## src/rtl/seven_seg_capture.sv

```systemverilog
// Snoops a multiplexed 7-segment display bus and reconstructs per-digit BCD/DP values.
// A pattern is accepted after STABLE_CNT identical samples with exactly one digit common low.
module seven_seg_capture #(
  parameter int NUM_DIG    = 8,
  parameter int STABLE_CNT = 4
) (
  input  logic                 CLK,
  input  logic                 RST,
  input  logic [7:0]           SEG_DATA,
  input  logic [NUM_DIG-1:0]   SEG_COM,
  output logic [4*NUM_DIG-1:0] BCD_OUT,
  output logic [NUM_DIG-1:0]   DOT_OUT,
  output logic [NUM_DIG-1:0]   DIG_VALID,
  output logic                 ERR,
  output logic [3:0]           ERR_DIG,
  output logic                 FRAME_DONE
);

  localparam int         IDX_W   = (NUM_DIG > 1) ? $clog2(NUM_DIG) : 1;
  localparam logic [3:0] CNT_MAX = 4'(STABLE_CNT);

  typedef enum logic [1:0] {
    ST_IDLE,
    ST_WAIT,
    ST_ACCEPT,
    ST_LOCKED
  } state_t;

  typedef struct packed {
    logic       ok;
    logic [3:0] val;
  } dec_t;

  function automatic logic f_one_low(input logic [NUM_DIG-1:0] com);
    int zeros;
    zeros = 0;
    for (int i = 0; i < NUM_DIG; i++) begin
      if (!com[i]) zeros++;
    end
    return (zeros == 1);
  endfunction

  function automatic logic [3:0] f_low_idx(input logic [NUM_DIG-1:0] com);
    logic [3:0] idx;
    idx = '0;
    for (int i = 0; i < NUM_DIG; i++) begin
      if (!com[i]) idx = 4'(i);
    end
    return idx;
  endfunction

  function automatic dec_t f_decode(input logic [6:0] segs);
    case (segs)
      7'b1111110: return '{ok: 1'b1, val: 4'd0};
      7'b0110000: return '{ok: 1'b1, val: 4'd1};
      7'b1101101: return '{ok: 1'b1, val: 4'd2};
      7'b1111001: return '{ok: 1'b1, val: 4'd3};
      7'b0110011: return '{ok: 1'b1, val: 4'd4};
      7'b1011011: return '{ok: 1'b1, val: 4'd5};
      7'b1011111: return '{ok: 1'b1, val: 4'd6};
      7'b1110000: return '{ok: 1'b1, val: 4'd7};
      7'b1111111: return '{ok: 1'b1, val: 4'd8};
      7'b1111011: return '{ok: 1'b1, val: 4'd9};
      7'b0000000: return '{ok: 1'b1, val: 4'hF};
      default:    return '{ok: 1'b0, val: 4'h0};
    endcase
  endfunction

  state_t               r_state;
  logic [7:0]           r_seg;
  logic [NUM_DIG-1:0]   r_com;
  logic [3:0]           r_cnt;
  logic [NUM_DIG-1:0]   r_seen;
  logic [4*NUM_DIG-1:0] r_bcd;
  logic [NUM_DIG-1:0]   r_dot;
  logic [NUM_DIG-1:0]   r_valid;
  logic                 r_err;
  logic [3:0]           r_err_dig;
  logic                 r_frame;

  logic                 w_in_legal;
  logic                 w_same;
  logic [3:0]           w_cnt_nxt;
  logic [3:0]           w_sel;
  logic [IDX_W-1:0]     w_idx;
  dec_t                 w_dec;
  logic [NUM_DIG-1:0]   w_seen_set;

  // The counter tracks how long the value being loaded into the sample register has been stable,
  // so it always describes the sample register contents after the same edge.
  assign w_in_legal = f_one_low(SEG_COM);
  assign w_same     = ({SEG_DATA, SEG_COM} == {r_seg, r_com});
  assign w_sel      = f_low_idx(r_com);
  assign w_idx      = w_sel[IDX_W-1:0];
  assign w_dec      = f_decode(r_seg[7:1]);

  // NOTE: every signal assigned in always_comb gets a default first so no latch is inferred.
  always_comb begin
    w_cnt_nxt = '0;
    if (w_in_legal) begin
      if (!w_same)               w_cnt_nxt = 4'd1;
      else if (r_cnt >= CNT_MAX) w_cnt_nxt = CNT_MAX;
      else                       w_cnt_nxt = r_cnt + 4'd1;
    end
  end

  always_comb begin
    w_seen_set        = r_seen;
    w_seen_set[w_idx] = 1'b1;
  end

  // NOTE: sequential state uses non-blocking assignments so all registers update from pre-edge values.
  always_ff @(posedge CLK or negedge RST) begin
    if (!RST) begin
      r_state   <= ST_IDLE;
      r_seg     <= '0;
      r_com     <= '0;
      r_cnt     <= '0;
      r_seen    <= '0;
      r_bcd     <= '0;
      r_dot     <= '0;
      r_valid   <= '0;
      r_err     <= 1'b0;
      r_err_dig <= '0;
      r_frame   <= 1'b0;
    end else begin
      r_seg   <= SEG_DATA;
      r_com   <= SEG_COM;
      r_cnt   <= w_cnt_nxt;
      r_err   <= 1'b0;
      r_frame <= 1'b0;
      case (r_state)
        ST_IDLE: begin
          if (w_in_legal) r_state <= ST_WAIT;
        end
        ST_WAIT: begin
          if (!w_in_legal)                r_state <= ST_IDLE;
          else if (w_cnt_nxt == CNT_MAX) r_state <= ST_ACCEPT;
        end
        ST_ACCEPT: begin
          if (w_dec.ok) begin
            r_bcd[4*w_idx +: 4] <= w_dec.val;
            r_dot[w_idx]        <= r_seg[0];
            r_valid[w_idx]      <= 1'b1;
          end else begin
            r_err     <= 1'b1;
            r_err_dig <= w_sel;
          end
          // A faulty digit still counts toward the frame so one bad digit cannot stall it.
          if (&w_seen_set) begin
            r_frame <= 1'b1;
            r_seen  <= '0;
          end else begin
            r_seen <= w_seen_set;
          end
          // The bus may already have moved on at this edge; re-filter rather than lock.
          if (!w_in_legal)  r_state <= ST_IDLE;
          else if (!w_same) r_state <= ST_WAIT;
          else              r_state <= ST_LOCKED;
        end
        ST_LOCKED: begin
          if (!w_in_legal)  r_state <= ST_IDLE;
          else if (!w_same) r_state <= ST_WAIT;
        end
        default: r_state <= ST_IDLE;
      endcase
    end
  end

  assign BCD_OUT    = r_bcd;
  assign DOT_OUT    = r_dot;
  assign DIG_VALID  = r_valid;
  assign ERR        = r_err;
  assign ERR_DIG    = r_err_dig;
  assign FRAME_DONE = r_frame;

endmodule

```

## config.mk

```make
export PLATFORM = sky130hd
export DESIGN_NAME = seven_seg_capture
export DESIGN_NICKNAME = d
export VERILOG_FILES = /design/src/rtl/seven_seg_capture.sv
export SDC_FILE = /design/constraint.sdc
export NUM_CORES = 1
export LEC_CHECK = 0
export ABC_CLOCK_PERIOD_IN_PS = 3650
export CELL_PAD_IN_SITES_DETAIL_PLACEMENT = 0
export CELL_PAD_IN_SITES_GLOBAL_PLACEMENT = 1
export CORE_ASPECT_RATIO = 0.8
export CORE_MARGIN = 5
export CORE_UTILIZATION = 43
export CTS_BUF_LIST = sky130_fd_sc_hd__clkbuf_2
export DETAILED_ROUTE_END_ITERATION = 16
export GPL_ROUTABILITY_DRIVEN = 0
export PLACE_DENSITY = 0.88
export SYNTH_ARGS = -nofsm -noshare
export SYNTH_HDL_FRONTEND = slang
export SYNTH_SLANG_ARGS = --single-unit
```

## constraint.sdc

```tcl
create_clock -name CLK -period 3.65 [get_ports CLK]
set_clock_uncertainty 0.05 [all_clocks]
set_input_delay 0.365 -clock CLK [delete_from_list [all_inputs] [get_ports CLK]]
set_output_delay 0.365 -clock CLK [all_outputs]
set_load 0.01 [all_outputs]
```

# After elaboration in Yosys (flattened, before gate mapping)
# Index checks and enable logic that the tools add are counted.
# op_classes
add_sub_neg,9
n_lt_le_gt_ge,3
eq_ne,19
mux,36
n_shift,2
n_bitwise,3
n_reduce_logical,7
# op_table
operator,count
adder 32 x 2 -> 32 bit (second input constant),7
two-way mux 32 bit,7
equality test 7 bit (second input constant),8
case mux 5 bit (11 select lines),1
two-way mux 4 bit,9
negator 5 -> 34 bit,1
variable shift 4 x 34 -> 32 bit (first input constant),1
variable part select 4 x 34 -> 32 bit,1
bitwise mux 32 bit,1
equality test 32 x 2 -> 1 bit (second input constant),1
equality test 16 bit,1
OR 8 bit,2
equality test 7 x 6 -> 1 bit (second input constant),2
two-way mux 2 bit,7
bitwise mux 8 bit,1
two-way mux 8 bit,1
case mux 2 bit (4 select lines),1
AND reduction 8 bit,1
zero test 7 bit,1
two-way mux 1 bit,7
inequality test 3 bit (second input constant),2
adder 4 x 1 -> 4 bit (second input constant),1
equality test 2 bit (second input constant),2
equality test 4 x 3 -> 1 bit (second input constant),1
other kinds (11),12
# totals
ff_bits,84
output_inout_bits,54
in_bits,18

# Depth between registers and ports, before layout
# logic_depth
ltp_word,21
depth_mapped,23
ltp_nobuf,23

# Worst setup path after synthesis
# Ideal clock, no wire load.
# synth_timing
kind,input-to-reg
start,input port SEG_COM[0]
end,register r_cnt[0]
t_arrival_ns,4.173
stages,22
path_buffers,0
setup_time_ns,0.139
setup_slack_ns,-0.712
required_ns,3.461
path_cell_list,inv_1 -> ha_1 -> xnor2_1 -> ha_1 -> nor2b_1 -> a21o_1 -> ha_1 -> nor2_1 -> nor2_1 -> ha_1 -> nand2_1 -> nand2_1 -> ha_1 -> nor2_1 -> nor2_1 -> ha_1 -> nor2b_1 -> xnor3_1 -> mux2i_1 -> mux2i_1 -> a31oi_1 -> nor4_1
# synth_via
elab_chain_len,17
elab_cells_between_ends,19
cone_classes,7 x add/sub; 2 x eq/ne; 10 x mux
# synth_rtl
element,line,rtl
"start, declared",10,"input logic [NUM_DIG-1:0] SEG_COM,"
two-way mux 1 bit,38,if (!com[i]) zeros++;
adder 32 x 2 -> 32 bit,38,
two-way mux 32 bit,38,
adder 32 x 2 -> 32 bit,38,
two-way mux 32 bit,38,
adder 32 x 2 -> 32 bit,38,
two-way mux 32 bit,38,
adder 32 x 2 -> 32 bit,38,
[... 2 more ...],-,
two-way mux 32 bit,38,
adder 32 x 2 -> 32 bit,38,
two-way mux 32 bit,38,
adder 32 x 2 -> 32 bit,38,
two-way mux 32 bit,38,
equality test 32 x 2 -> 1 bit,40,return (zeros == 1);
two-way mux 4 bit (*),100,if (w_in_legal) begin
net w_cnt_nxt[0],83,logic [3:0] w_cnt_nxt;
"end signal, assigned",129,r_cnt <= w_cnt_nxt;
"end, declared",72,logic [3:0] r_cnt;
# The timed path passes the listed nets; every way through them passes the cells marked *.
# A chain may end at the register's enable or synchronous reset.

# Final worst setup path
# layout_timing
start,input port SEG_COM[1]
end,register r_cnt[2]
# layout_via
elab_chain_len,15
elab_cells_between_ends,17
cone_classes,6 x add/sub; 2 x eq/ne; 9 x mux
# layout_rtl
element,line
two-way mux 32 bit,38
adder 32 x 2 -> 32 bit,38
two-way mux 32 bit,38
adder 32 x 2 -> 32 bit,38
two-way mux 32 bit,38
adder 32 x 2 -> 32 bit,38
two-way mux 32 bit,38
adder 32 x 2 -> 32 bit,38
two-way mux 32 bit,38
adder 32 x 2 -> 32 bit,38
two-way mux 32 bit,38
adder 32 x 2 -> 32 bit,38
two-way mux 32 bit,38
equality test 32 x 2 -> 1 bit,40
two-way mux 4 bit (*),100
net w_cnt_nxt[2],83
# Marks and branches as above.

==> impl_metrics.toml <==
[yosys]
synth.top_cell.area_share = 0.481
yosys_warnings = 0
ys_seq_area_frac = 0.481
syn_avg_cell_area_um2 = 10.9
synth_area_mm2 = 0.00432
synth_area_leaders = "dfrtp_1, mux2_2, xor2_1"
synth_common_cells = "dfrtp_1, mux2_2, nor2_1, nand2_1, xor2_1"
ys_types = 61
synth_top_area_cell = "dfrtp_1"
syn_inst = 395
synth_seq_cells = 83
synth_flop_cell = "dfrtp_1"
yosysMostFrequentCell = "dfrtp_1"
ys_async_sr_fraction = 1.00
synth_edf_count = 0

[grt]
grt_pass1_vias = 3402
overflow = 0
grt_usage = 0.171
grt_pass1_wl_mm = 16.7
grt_max_degree = 84
antenna_found_initial = 0

[sta]
period_share = 1.02
min_period_ns = 3.74
hold_viol_final = 0
hold_slack_ns = 0.109
worst_pin_slew_ns = 1.02
final_max_slew_viol_count = 0
clock.fmax_ghz = 0.268
max_slew_margin = 0.323
setup_viol = 5
rsz0062_at_grt = "yes"
worst_slack_ns = -0.0878
final.setup.tns_ns = -0.395

[drt]
ant_nets = 0
vias_per_cell = 5.28
avgRoutedWirePerCell_um = 15.7
num_vias = 3345
drt_iter0_markers = 176
routed_wl_mm = 9.97
drc_errors = 0
drt-pass1-iter-count = 4

[critical_path]
r2r_setup_slack_ns = 0.42
reg2reg_from = "r_com[1]$_DFF_PN0_"
path_buf_inv = 7
criticalPathCategory = "in -> reg"
critPathTopFamily = "adder cells"
arrival_ns = 4.09
slowest_delay_ns = 0.31
path_common_cell = "buf_4"
cp-end-kind = "register"
slowest_stage = "ha_1"
critical_path_peak_fanout = 5
cp_num_cells = 25
endpoint = "r_cnt[2]$_DFF_PN0_"
crit_path_start_kind = "input port"
crit_required_ns = 4.00
rr_worst_depth = 10
setup.worst_path.start = "SEG_COM[1]"
r2r-end = "BCD_OUT[8]$_DFFE_PN0P_"

[layout]
finalNonFillerCells = 634
syn_to_final_growth_pct = 32.3
fillers = 861
finalNetCount = 523
post-route-util = 0.587
layout-drive-gt1-share = 0.261
diodes = 0

[clock_tree]
cts_sinks = 83
clk_latency_ns = 0.54
cts_inserted_buffers = 9
cts.path.max_buffers = 2
clkTransAtPathRegs_ns = 0.19
cts-root-buf = "clkbuf_2"
tritoncts = "built"
h-tree-depth = 3

[floorplan]
die-area_mm2 = 0.0122
core_mm2 = 0.00973
io-pin-count = 72
start_util = 0.444
fp.dieH_um = 99.6
rows = 32
die_x_um = 122

[pwr]
irDropWorstVdd_mv = 0.282
p_leak_nw = 2.58
power.density_mw_per_mm2 = 349

[run_status]
status = "finished with violations"
violations = "negative setup slack"

[flow_run]
cap_violations = 0

[placement]
io_buffers = 70
dpl.hpwl_mm = 7.52
dpl.cell_count = 607

[worst_hold_path]
hold_path_class = "in -> reg"
==> per-stage QoR <==
step	cell area (um^2)	worst slack [ns]	total power, W
floorplan	4410	-0.273	0.00124
global placement	5370	-0.988	0.00137
detailed placement	5370	-1.19	0.00138
CTS	5600	-0.0561	0.00195
global route	5710	-0.249	0.00210
finish	5710	-0.0878	0.00199
==> area by class of cell <==
cell class,count,area (um^2),area share
Multi-Input combinational cell,274,2260,0.396
Sequential cell,83,2080,0.364
Timing Repair Buffer,107,993,0.174
Tap cell,136,170,0.0298
Clock inverter,6,80.1,0.0140
Inverter,18,80.1,0.0140
Clock buffer,10,50.0,0.00877
==> state kept, by name, indices dropped and copies added, names as in the netlist, 2 cells and up <==
signal     count
DIG_VALID      8
r_seen         8
DOT_OUT        8
BCD_OUT       32
r_seg          8
ERR_DIG        3
r_com          8
r_cnt          4
r_state        2
==> cell usage in the layout (no fill, tap or decap), drive strengths merged, types with 4 or more instances in the layout <==
| cell | Yosys | routed |
|---|---|---|
| nor4b | 5 | 5 |
| nor2 | 31 | 31 |
| clkbuf | 11 | 10 |
| nor4 | 10 | 10 |
| a21oi | 15 | 15 |
| nor3b | 4 | 4 |
| o21ai | 9 | 9 |
| a31oi | 4 | 4 |
| ha | 12 | 12 |
| mux2 | 38 | 38 |
| clkdlybuf4s50 | 0 | 66 |
| nand2 | 23 | 23 |
| mux2i | 6 | 6 |
| dfrtp | 83 | 83 |
| buf | 10 | 38 |
| nand4 | 5 | 5 |
| nor3 | 13 | 13 |
| xnor2 | 8 | 8 |
| xor2 | 18 | 18 |
| nand3 | 10 | 10 |
| nand2b | 5 | 5 |
| or2 | 8 | 8 |
| inv | 17 | 17 |
| nor2b | 7 | 7 |
| clkinv | 1 | 4 |
==> how the worst min path moves through the flow <==
stage / endpoint / startpoint / slack, ns / cells after the start
final: r_com[2]$_DFF_PN0_ / SEG_COM[2] / 0.11 / 2
after global routing: r_com[2]$_DFF_PN0_ / SEG_COM[2] / 0.04 / 2
after CTS: r_com[1]$_DFF_PN0_ / SEG_COM[1] / 0.04 / 3
after detailed placement: DIG_VALID[6]$_DFFE_PN0P_ / DIG_VALID[6]$_DFFE_PN0P_ / 0.41 / 1
after global placement: DIG_VALID[5]$_DFFE_PN0P_ / DIG_VALID[5]$_DFFE_PN0P_ / 0.40 / 1
after floorplan: BCD_OUT[0]$_DFFE_PN0P_ / RST / 0.02 / 0
==> routing by layer <==
layer  track usage  share of wire
met5             0              0
met4        0.0379         0.0078
met3        0.0512          0.061
met2         0.275           0.47
met1         0.229           0.46
==> repair_timing <==
| action | in CTS | in global routing |
|---|---|---|
| setup endpoints to repair | 5 | 5 |
| gates resized for setup | 17 | 19 |
| buffers inserted | 7 | 2 |
| hold endpoints to repair | 84 | 1 |
| hold buffers | 2 | 1 |
| pin swaps | 13 | 14 |
==> where the power goes <==
group	total [W]	internal, W	switching (W)
Clock	0.000528	0.000224	0.000304
Sequential	0.000965	0.000938	0.0000268
Combinational	0.000499	0.000253	0.000246
==> cells by family (layout without fill, tap and decap cells) <==
logic type / count (synthesis) / in the layout / synth area share
xor+xnor: 29 / 29 / 0.0687
other cells: 1 / 2 / 0.000869
buf+inv: 39 / 141 / 0.0374
fa+ha+maj: 12 / 12 / 0.0348
simple gates: 137 / 137 / 0.176
flops: 83 / 83 / 0.481
compound gates: 50 / 50 / 0.0844
mux: 44 / 44 / 0.117
Note: power is estimated with default switching activity, not from simulation.
